**src/rtl/ahb_arbiter_pkg.sv**
```systemverilog
// Shared AMBA definitions for the bridge: HTRANS encodings, arbiter states,
// the per-master control payload and small decode helpers.
package ahb_arbiter_pkg;

  localparam int unsigned MAX_MASTERS = 4;
  localparam int unsigned IDX_W       = 2;

  localparam logic [1:0] HTRANS_IDLE   = 2'b00;
  localparam logic [1:0] HTRANS_BUSY   = 2'b01;
  localparam logic [1:0] HTRANS_NONSEQ = 2'b10;
  localparam logic [1:0] HTRANS_SEQ    = 2'b11;

  localparam logic [1:0] ST_PARK   = 2'd0;
  localparam logic [1:0] ST_OWNED  = 2'd1;
  localparam logic [1:0] ST_LOCKED = 2'd2;

  typedef struct packed {
    logic [1:0] htrans;
    logic       hwrite;
    logic [2:0] hsize;
  } ahb_ctrl_t;

  // Index of the set bit in a one-hot vector (0 when empty).
  function automatic logic [IDX_W-1:0] onehot_to_idx(input logic [MAX_MASTERS-1:0] oh);
    logic [IDX_W-1:0] idx;
    idx = '0;
    for (int i = 0; i < int'(MAX_MASTERS); i++) begin
      if (oh[i]) idx = IDX_W'(i);
    end
    return idx;
  endfunction

  // SEQ and BUSY mean the owner is inside a burst and must keep the bus.
  function automatic logic is_burst_cont(input logic [1:0] t);
    logic r;
    r = 1'b0;
    case (t)
      HTRANS_SEQ, HTRANS_BUSY:   r = 1'b1;
      HTRANS_IDLE, HTRANS_NONSEQ: r = 1'b0;
      default:                    r = 1'b0;
    endcase
    return r;
  endfunction

endpackage

```
**src/rtl/rr_pick.sv**
```systemverilog
// Round-robin requester search: starts after the last owner and wraps.
module rr_pick
  import ahb_arbiter_pkg::*;
#(
  parameter int unsigned NUM_MASTERS = 3
) (
  input  logic [NUM_MASTERS-1:0] req,
  input  logic [IDX_W-1:0]       last,
  output logic [NUM_MASTERS-1:0] winner
);

  logic             found;
  logic [IDX_W-1:0] idx;

  always_comb begin
    winner = '0;
    found  = 1'b0;
    idx    = '0;
    for (int i = 1; i <= int'(NUM_MASTERS); i++) begin
      idx = IDX_W'((int'(last) + i) % int'(NUM_MASTERS));
      if (!found && req[idx]) begin
        winner[idx] = 1'b1;
        found       = 1'b1;
      end
    end
  end

endmodule

```
**src/rtl/ahb_arbiter.sv**
```systemverilog
// AHB multi-master arbiter and address/write-data mux in front of one bridge
// slave port; round-robin with burst, lock and hold-limit handling.
module ahb_arbiter
  import ahb_arbiter_pkg::*;
#(
  parameter int unsigned NUM_MASTERS = 3,
  parameter int unsigned ADDR_WIDTH  = 32,
  parameter int unsigned DATA_WIDTH  = 32,
  parameter int unsigned MAX_HOLD    = 16
) (
  input  logic                              HCLK,
  input  logic                              HRESETn,
  input  logic [NUM_MASTERS-1:0]            HBUSREQ,
  input  logic [NUM_MASTERS-1:0]            HLOCK,
  input  logic [NUM_MASTERS*ADDR_WIDTH-1:0] HADDR_M,
  input  logic [NUM_MASTERS*2-1:0]          HTRANS_M,
  input  logic [NUM_MASTERS-1:0]            HWRITE_M,
  input  logic [NUM_MASTERS*3-1:0]          HSIZE_M,
  input  logic [NUM_MASTERS*DATA_WIDTH-1:0] HWDATA_M,
  input  logic                              HREADY,
  output logic [NUM_MASTERS-1:0]            HGRANT,
  output logic [1:0]                        HMASTER,
  output logic                              HMASTLOCK,
  output logic [ADDR_WIDTH-1:0]             HADDR,
  output logic [1:0]                        HTRANS,
  output logic                              HWRITE,
  output logic [2:0]                        HSIZE,
  output logic [DATA_WIDTH-1:0]             HWDATA
);

  localparam int unsigned HOLD_W = $clog2(MAX_HOLD + 1);

  logic [1:0]             state_q, state_d;
  logic [NUM_MASTERS-1:0] grant_q, grant_d;
  logic [IDX_W-1:0]       hmaster_q, hmaster_d;
  logic [IDX_W-1:0]       last_q, last_d;
  logic [IDX_W-1:0]       data_owner_q;
  logic                   mastlock_q, mastlock_d;
  logic [HOLD_W-1:0]      hold_q, hold_d;

  logic [ADDR_WIDTH-1:0]  addr_m  [NUM_MASTERS];
  ahb_ctrl_t              ctrl_m  [NUM_MASTERS];
  logic [DATA_WIDTH-1:0]  wdata_m [NUM_MASTERS];

  logic [NUM_MASTERS-1:0] winner_c;
  logic [IDX_W-1:0]       winner_idx_c;
  logic [HOLD_W-1:0]      beat_cnt_c;
  logic                   hold_limit_c;
  logic                   burst_cont_c;
  logic                   owner_req_c;
  logic                   owner_lock_c;
  logic                   other_req_c;
  logic                   any_req_c;
  logic                   rearb_c;
  ahb_ctrl_t              sel_ctrl_c;

  // Split the packed per-master buses into indexable arrays.
  for (genvar m = 0; m < NUM_MASTERS; m++) begin : g_unpack
    assign addr_m[m]  = HADDR_M[m*ADDR_WIDTH +: ADDR_WIDTH];
    assign ctrl_m[m]  = {HTRANS_M[m*2 +: 2], HWRITE_M[m], HSIZE_M[m*3 +: 3]};
    assign wdata_m[m] = HWDATA_M[m*DATA_WIDTH +: DATA_WIDTH];
  end

  rr_pick #(
    .NUM_MASTERS (NUM_MASTERS)
  ) u_rr_pick (
    .req    (HBUSREQ),
    .last   (last_q),
    .winner (winner_c)
  );

  assign winner_idx_c = onehot_to_idx(MAX_MASTERS'(winner_c));
  assign burst_cont_c = is_burst_cont(ctrl_m[hmaster_q].htrans);
  assign owner_req_c  = HBUSREQ[hmaster_q];
  assign owner_lock_c = HLOCK[hmaster_q];
  assign other_req_c  = |(HBUSREQ & ~grant_q);
  assign any_req_c    = |HBUSREQ;

  // Beats including the one completing at this edge, saturating at MAX_HOLD.
  assign beat_cnt_c   = (hold_q == HOLD_W'(MAX_HOLD)) ? hold_q : hold_q + HOLD_W'(1);
  assign hold_limit_c = (beat_cnt_c == HOLD_W'(MAX_HOLD));

  always_ff @(posedge HCLK or negedge HRESETn) begin
    if (!HRESETn) begin
      state_q      <= ST_PARK;
      grant_q      <= NUM_MASTERS'(1);
      hmaster_q    <= '0;
      last_q       <= IDX_W'(NUM_MASTERS - 1);
      data_owner_q <= '0;
      mastlock_q   <= 1'b0;
      hold_q       <= '0;
    end else begin
      state_q    <= state_d;
      grant_q    <= grant_d;
      hmaster_q  <= hmaster_d;
      last_q     <= last_d;
      mastlock_q <= mastlock_d;
      hold_q     <= hold_d;
      if (HREADY) data_owner_q <= hmaster_q;
    end
  end

  // Next-state and arbitration decision; everything holds while HREADY=0.
  always_comb begin
    state_d    = state_q;
    grant_d    = grant_q;
    hmaster_d  = hmaster_q;
    last_d     = last_q;
    mastlock_d = mastlock_q;
    hold_d     = hold_q;
    rearb_c    = 1'b0;
    if (HREADY) begin
      case (state_q)
        ST_PARK:   rearb_c = 1'b1;
        ST_OWNED:  rearb_c = (hold_limit_c && other_req_c) || !(burst_cont_c || owner_req_c);
        ST_LOCKED: rearb_c = !(owner_lock_c || burst_cont_c);
        default:   rearb_c = 1'b1;
      endcase
      if (rearb_c) begin
        if (any_req_c) begin
          grant_d    = winner_c;
          hmaster_d  = winner_idx_c;
          last_d     = winner_idx_c;
          mastlock_d = |(HLOCK & winner_c);
          state_d    = (|(HLOCK & winner_c)) ? ST_LOCKED : ST_OWNED;
        end else begin
          grant_d    = NUM_MASTERS'(1);
          hmaster_d  = '0;
          mastlock_d = 1'b0;
          state_d    = ST_PARK;
        end
      end
      if (state_q == ST_PARK || state_d == ST_PARK || hmaster_d != hmaster_q) begin
        hold_d = '0;
      end else begin
        hold_d = beat_cnt_c;
      end
    end
  end

  // Parked bus shows IDLE unless master 0 is actually requesting.
  always_comb begin
    sel_ctrl_c = ctrl_m[hmaster_q];
    if (state_q == ST_PARK && !HBUSREQ[0]) sel_ctrl_c.htrans = HTRANS_IDLE;
  end

  assign HGRANT    = grant_q;
  assign HMASTER   = hmaster_q;
  assign HMASTLOCK = mastlock_q;
  assign HADDR     = addr_m[hmaster_q];
  assign HTRANS    = sel_ctrl_c.htrans;
  assign HWRITE    = sel_ctrl_c.hwrite;
  assign HSIZE     = sel_ctrl_c.hsize;
  assign HWDATA    = wdata_m[data_owner_q];

endmodule

```
**config.mk**
```make
export PLATFORM = sky130hd
export DESIGN_NAME = ahb_arbiter
export DESIGN_NICKNAME = d
export VERILOG_FILES = /design/src/rtl/ahb_arbiter_pkg.sv /design/src/rtl/rr_pick.sv /design/src/rtl/ahb_arbiter.sv
export SDC_FILE = /design/constraint.sdc
export NUM_CORES = 1
export LEC_CHECK = 0
export BUFFER_PORTS_ARGS = -buffer_cell sky130_fd_sc_hd__buf_2
export CAP_MARGIN = 20
export CORE_AREA = 3 3 115 117
export CTS_CLUSTER_DIAMETER = 60
export DETAILED_ROUTE_END_ITERATION = 8
export DIE_AREA = 0 0 118 120
export PLACE_DENSITY = 0.65
export RECOVER_POWER = 100
export SYNTH_ARGS = -nofsm -noshare
export SYNTH_HDL_FRONTEND = slang
export SYNTH_SLANG_ARGS = --single-unit
```
**constraint.sdc**
```tcl
create_clock -name HCLK -period 3.2 [get_ports HCLK]
set_input_delay 0.48 -clock HCLK [delete_from_list [all_inputs] [get_ports HCLK]]
set_output_delay 0.48 -clock HCLK [all_outputs]
set_load 0.01 [all_outputs]
```
==> out/results.tsv <==
metric	value	unit
status	finished clean	
vias_per_cell	4.573	
grt-ovfl-total	0	
start_util	21.92	%
die-area	14160	sq um
initialDrtViolationCount	182	
rsz0062_at_grt	false	
finalSetupViolations	0	
post_cts_resize_count	0	
ir_drop	0.0002721	V
avgSynthCellArea	7.210	sq um
min_period	2.753	ns
worst_pin_slew	1.295	ns
drv_cap	0	
clockBufferDepth	2	
core	12470	sq um
end_kind	primary output	
tritoncts	yes	
layout_commonest_cell	buf_2	
finalPower	3.020	mW
finalCritPeriodShare	86.05	%
hold_viol	0	
grt_first_pass_wirelength	18160	um
arrival	2.27	ns
post-dp-hpwl	10250	um
fmax	363.2	MHz
wl_per_cell	14.68	um
root_buffer	clkbuf_16	
antenna_found_initial	5	
power_density	698.8	nW/um^2
drc	0	
met2_usage	28.06	%
die_x	118	um
crit_path_top_delay_cell	dfrtp_1	
ys_ff_latch	17	
fin_skew	0.003416	ns
htree_levels	1	
firstDrtPassIters	5	
grt_max_degree	40	
crit_required	2.72	ns
port_buffers	294	
layout-drive-gt1-share	36.85	%
holdBufCountCts	0	
netlist_instances	379	
grt.met3_usage	2.875	%
rows	41	
slew_headroom	13.65	%
cp_cell_sequence	buf_4 -> mux2i_1 -> o21ai_0 -> clkbuf_1	
tns	0	ns
die_y	120	um
syn-num-nets	607	
yosys.cell_types.count	47	
cp_max_fo	36	
top_usage_layer	met2	
track_usage	15.56	%
syn2layout_area_growth	58.15	%
cts_inserted_buffers	3	
most-common-layout-cells	buf_2, nand2_1, mux2i_1	
wirelength	12140	um
startpoint_type	flop	
cp_slowest_stage_delay	0.70	ns
yosys_warnings	0	
seq_area_frac_synth	15.66	%
nNetsFinal	883	
synth.cell_area	2733	sq um
hold-worst-slack	0.3470	ns
ant_nets	0	
num_io_pins	295	
clkTransAtPathRegs	0.06	ns
p_leak	2.130	nW
min_path_type	in -> async	
grt_pass1_vias	3584	
clock_latency	0.25	ns
crit_type	reg -> out	
clock_sinks	17	
met1_usage	19.83	%
slew_violations	0	
gp_congestion	0.8296	
postCtsSetupBuffers	0	
vias	3782	
[stage by stage]
step / worst slack (ns) / instances / cell area (sq um) / utilization (%)
final: 0.4465 / 827 / 4322 / 34.67
after global placement: 0.7495 / 822 / 4353 / 34.92
after detailed placement: 0.7550 / 822 / 4353 / 34.92
after global routing: 0.3555 / 827 / 4322 / 34.67
after CTS: 0.6147 / 826 / 4433 / 35.56
after floorplan: 0.9229 / 379 / 2733 / -
[layer usage]
layer,vias to the layer above,wire length [um]
met5,-,13
met4,2,140
met3,14,830
met2,170,6274
met1,1699,4882
li1,1897,-
[critical path, delay by kind of cell, from the launching register on]
family                 cells  cell delay [ns]
buffers and inverters      2             0.74
AOI/OAI and AO/OA          1             0.12
DFF                        1             0.70
muxes                      1             0.41
[Yosys cell counts, drive strengths merged]
| cell | count | share of area (%) |
|---|---|---|
| a21o | 5 | 1.4 |
| ha | 9 | 4.1 |
| clkbuf | 19 | 2.6 |
| mux2i | 76 | 28 |
| a211oi | 1 | 0.27 |
| o31ai | 1 | 0.27 |
| o221ai | 2 | 0.87 |
| a211o | 1 | 0.32 |
| buf | 10 | 1.9 |
| nor3b | 2 | 0.55 |
| a21oi | 9 | 1.8 |
| xnor2 | 2 | 0.64 |
| nand2 | 77 | 11 |
| nor2b | 7 | 1.6 |
| o2bb2ai | 2 | 0.64 |
| a222oi | 2 | 0.73 |
| o32ai | 1 | 0.60 |
| a221oi | 1 | 0.55 |
| o21bai | 1 | 0.27 |
| o22ai | 4 | 0.92 |
| or3 | 1 | 0.23 |
| nand2b | 4 | 1.2 |
| o21ai | 76 | 14 |
| mux2 | 3 | 1.4 |
| nand3 | 3 | 0.55 |
| inv | 18 | 2.5 |
| nor2 | 11 | 1.6 |
| a22oi | 1 | 0.27 |
| nor4 | 1 | 0.46 |
| dfrtp | 15 | 14 |
| nor4b | 1 | 0.32 |
| nand4 | 1 | 0.23 |
| a22o | 2 | 0.64 |
| and3b | 2 | 0.64 |
| nand3b | 3 | 0.96 |
| dfstp | 2 | 1.9 |
| o21a | 2 | 0.55 |
| and4bb | 1 | 0.46 |
[cell type report]
| type | instances | area (sq um) |
|---|---|---|
| inverter | 18 | 67.56 |
| antenna | 1 | 2.502 |
| sequential | 17 | 429.2 |
| fill | 1416 | 8144 |
| clock buffer | 3 | 75.07 |
| tap | 172 | 215.2 |
| timing repair buffer | 300 | 1418 |
| clock inverter | 1 | 5.005 |
| multi-input combinational | 315 | 2110 |
[where the power goes]
| part | total [mW] | leakage [nW] | internal [mW] | switching (mW) |
|---|---|---|---|---|
| combinational | 2.37 | 1.87 | 0.940 | 1.43 |
| sequential | 0.389 | 0.214 | 0.298 | 0.0912 |
| clock | 0.259 | 0.0409 | 0.168 | 0.0912 |
| total | 3.02 | 2.13 | 1.41 | 1.61 |
[flip-flops by register name (all words and copies together) (netlist names)]
signal / cells
HGRANT: 3
data_owner_q: 2
state_q: 2
last_q: 2
hold_q: 5
HMASTLOCK: 1
HMASTER: 2
[final timing paths]
path | slack, ns | cells after the start | start | endpoint
min in group HCLK | 0.49 | 1 | HMASTLOCK | HMASTLOCK
min reg2reg | 0.49 | 1 | HMASTLOCK | HMASTLOCK
max in group asynchronous | 2.22 | 1 | HRESETn | data_owner_q[1]
max reg2reg | 0.69 | 9 | last_q[1] | state_q[1]
max | 0.45 | 4 | HMASTER[0] | HADDR[19]
min | 0.35 | 1 | HRESETn | HGRANT[1]
[cell families (layout without fill, tap and decap cells)]
family / count (synthesis) / after routing / share of synthesized area [%]
AND/OR/NAND/NOR: 114 / 114 / 19.37
AO/OA/AOI/OAI: 111 / 111 / 23.99
multiplexers: 79 / 79 / 29.21
buffers and inverters: 47 / 322 / 7.005
flip-flops: 17 / 17 / 15.66
adder cells (fa/ha/maj): 9 / 9 / 4.121
XOR/XNOR: 2 / 2 / 0.6411
other: 0 / 1 / 0
No activity file was read; power rests on OpenSTA's default activity.
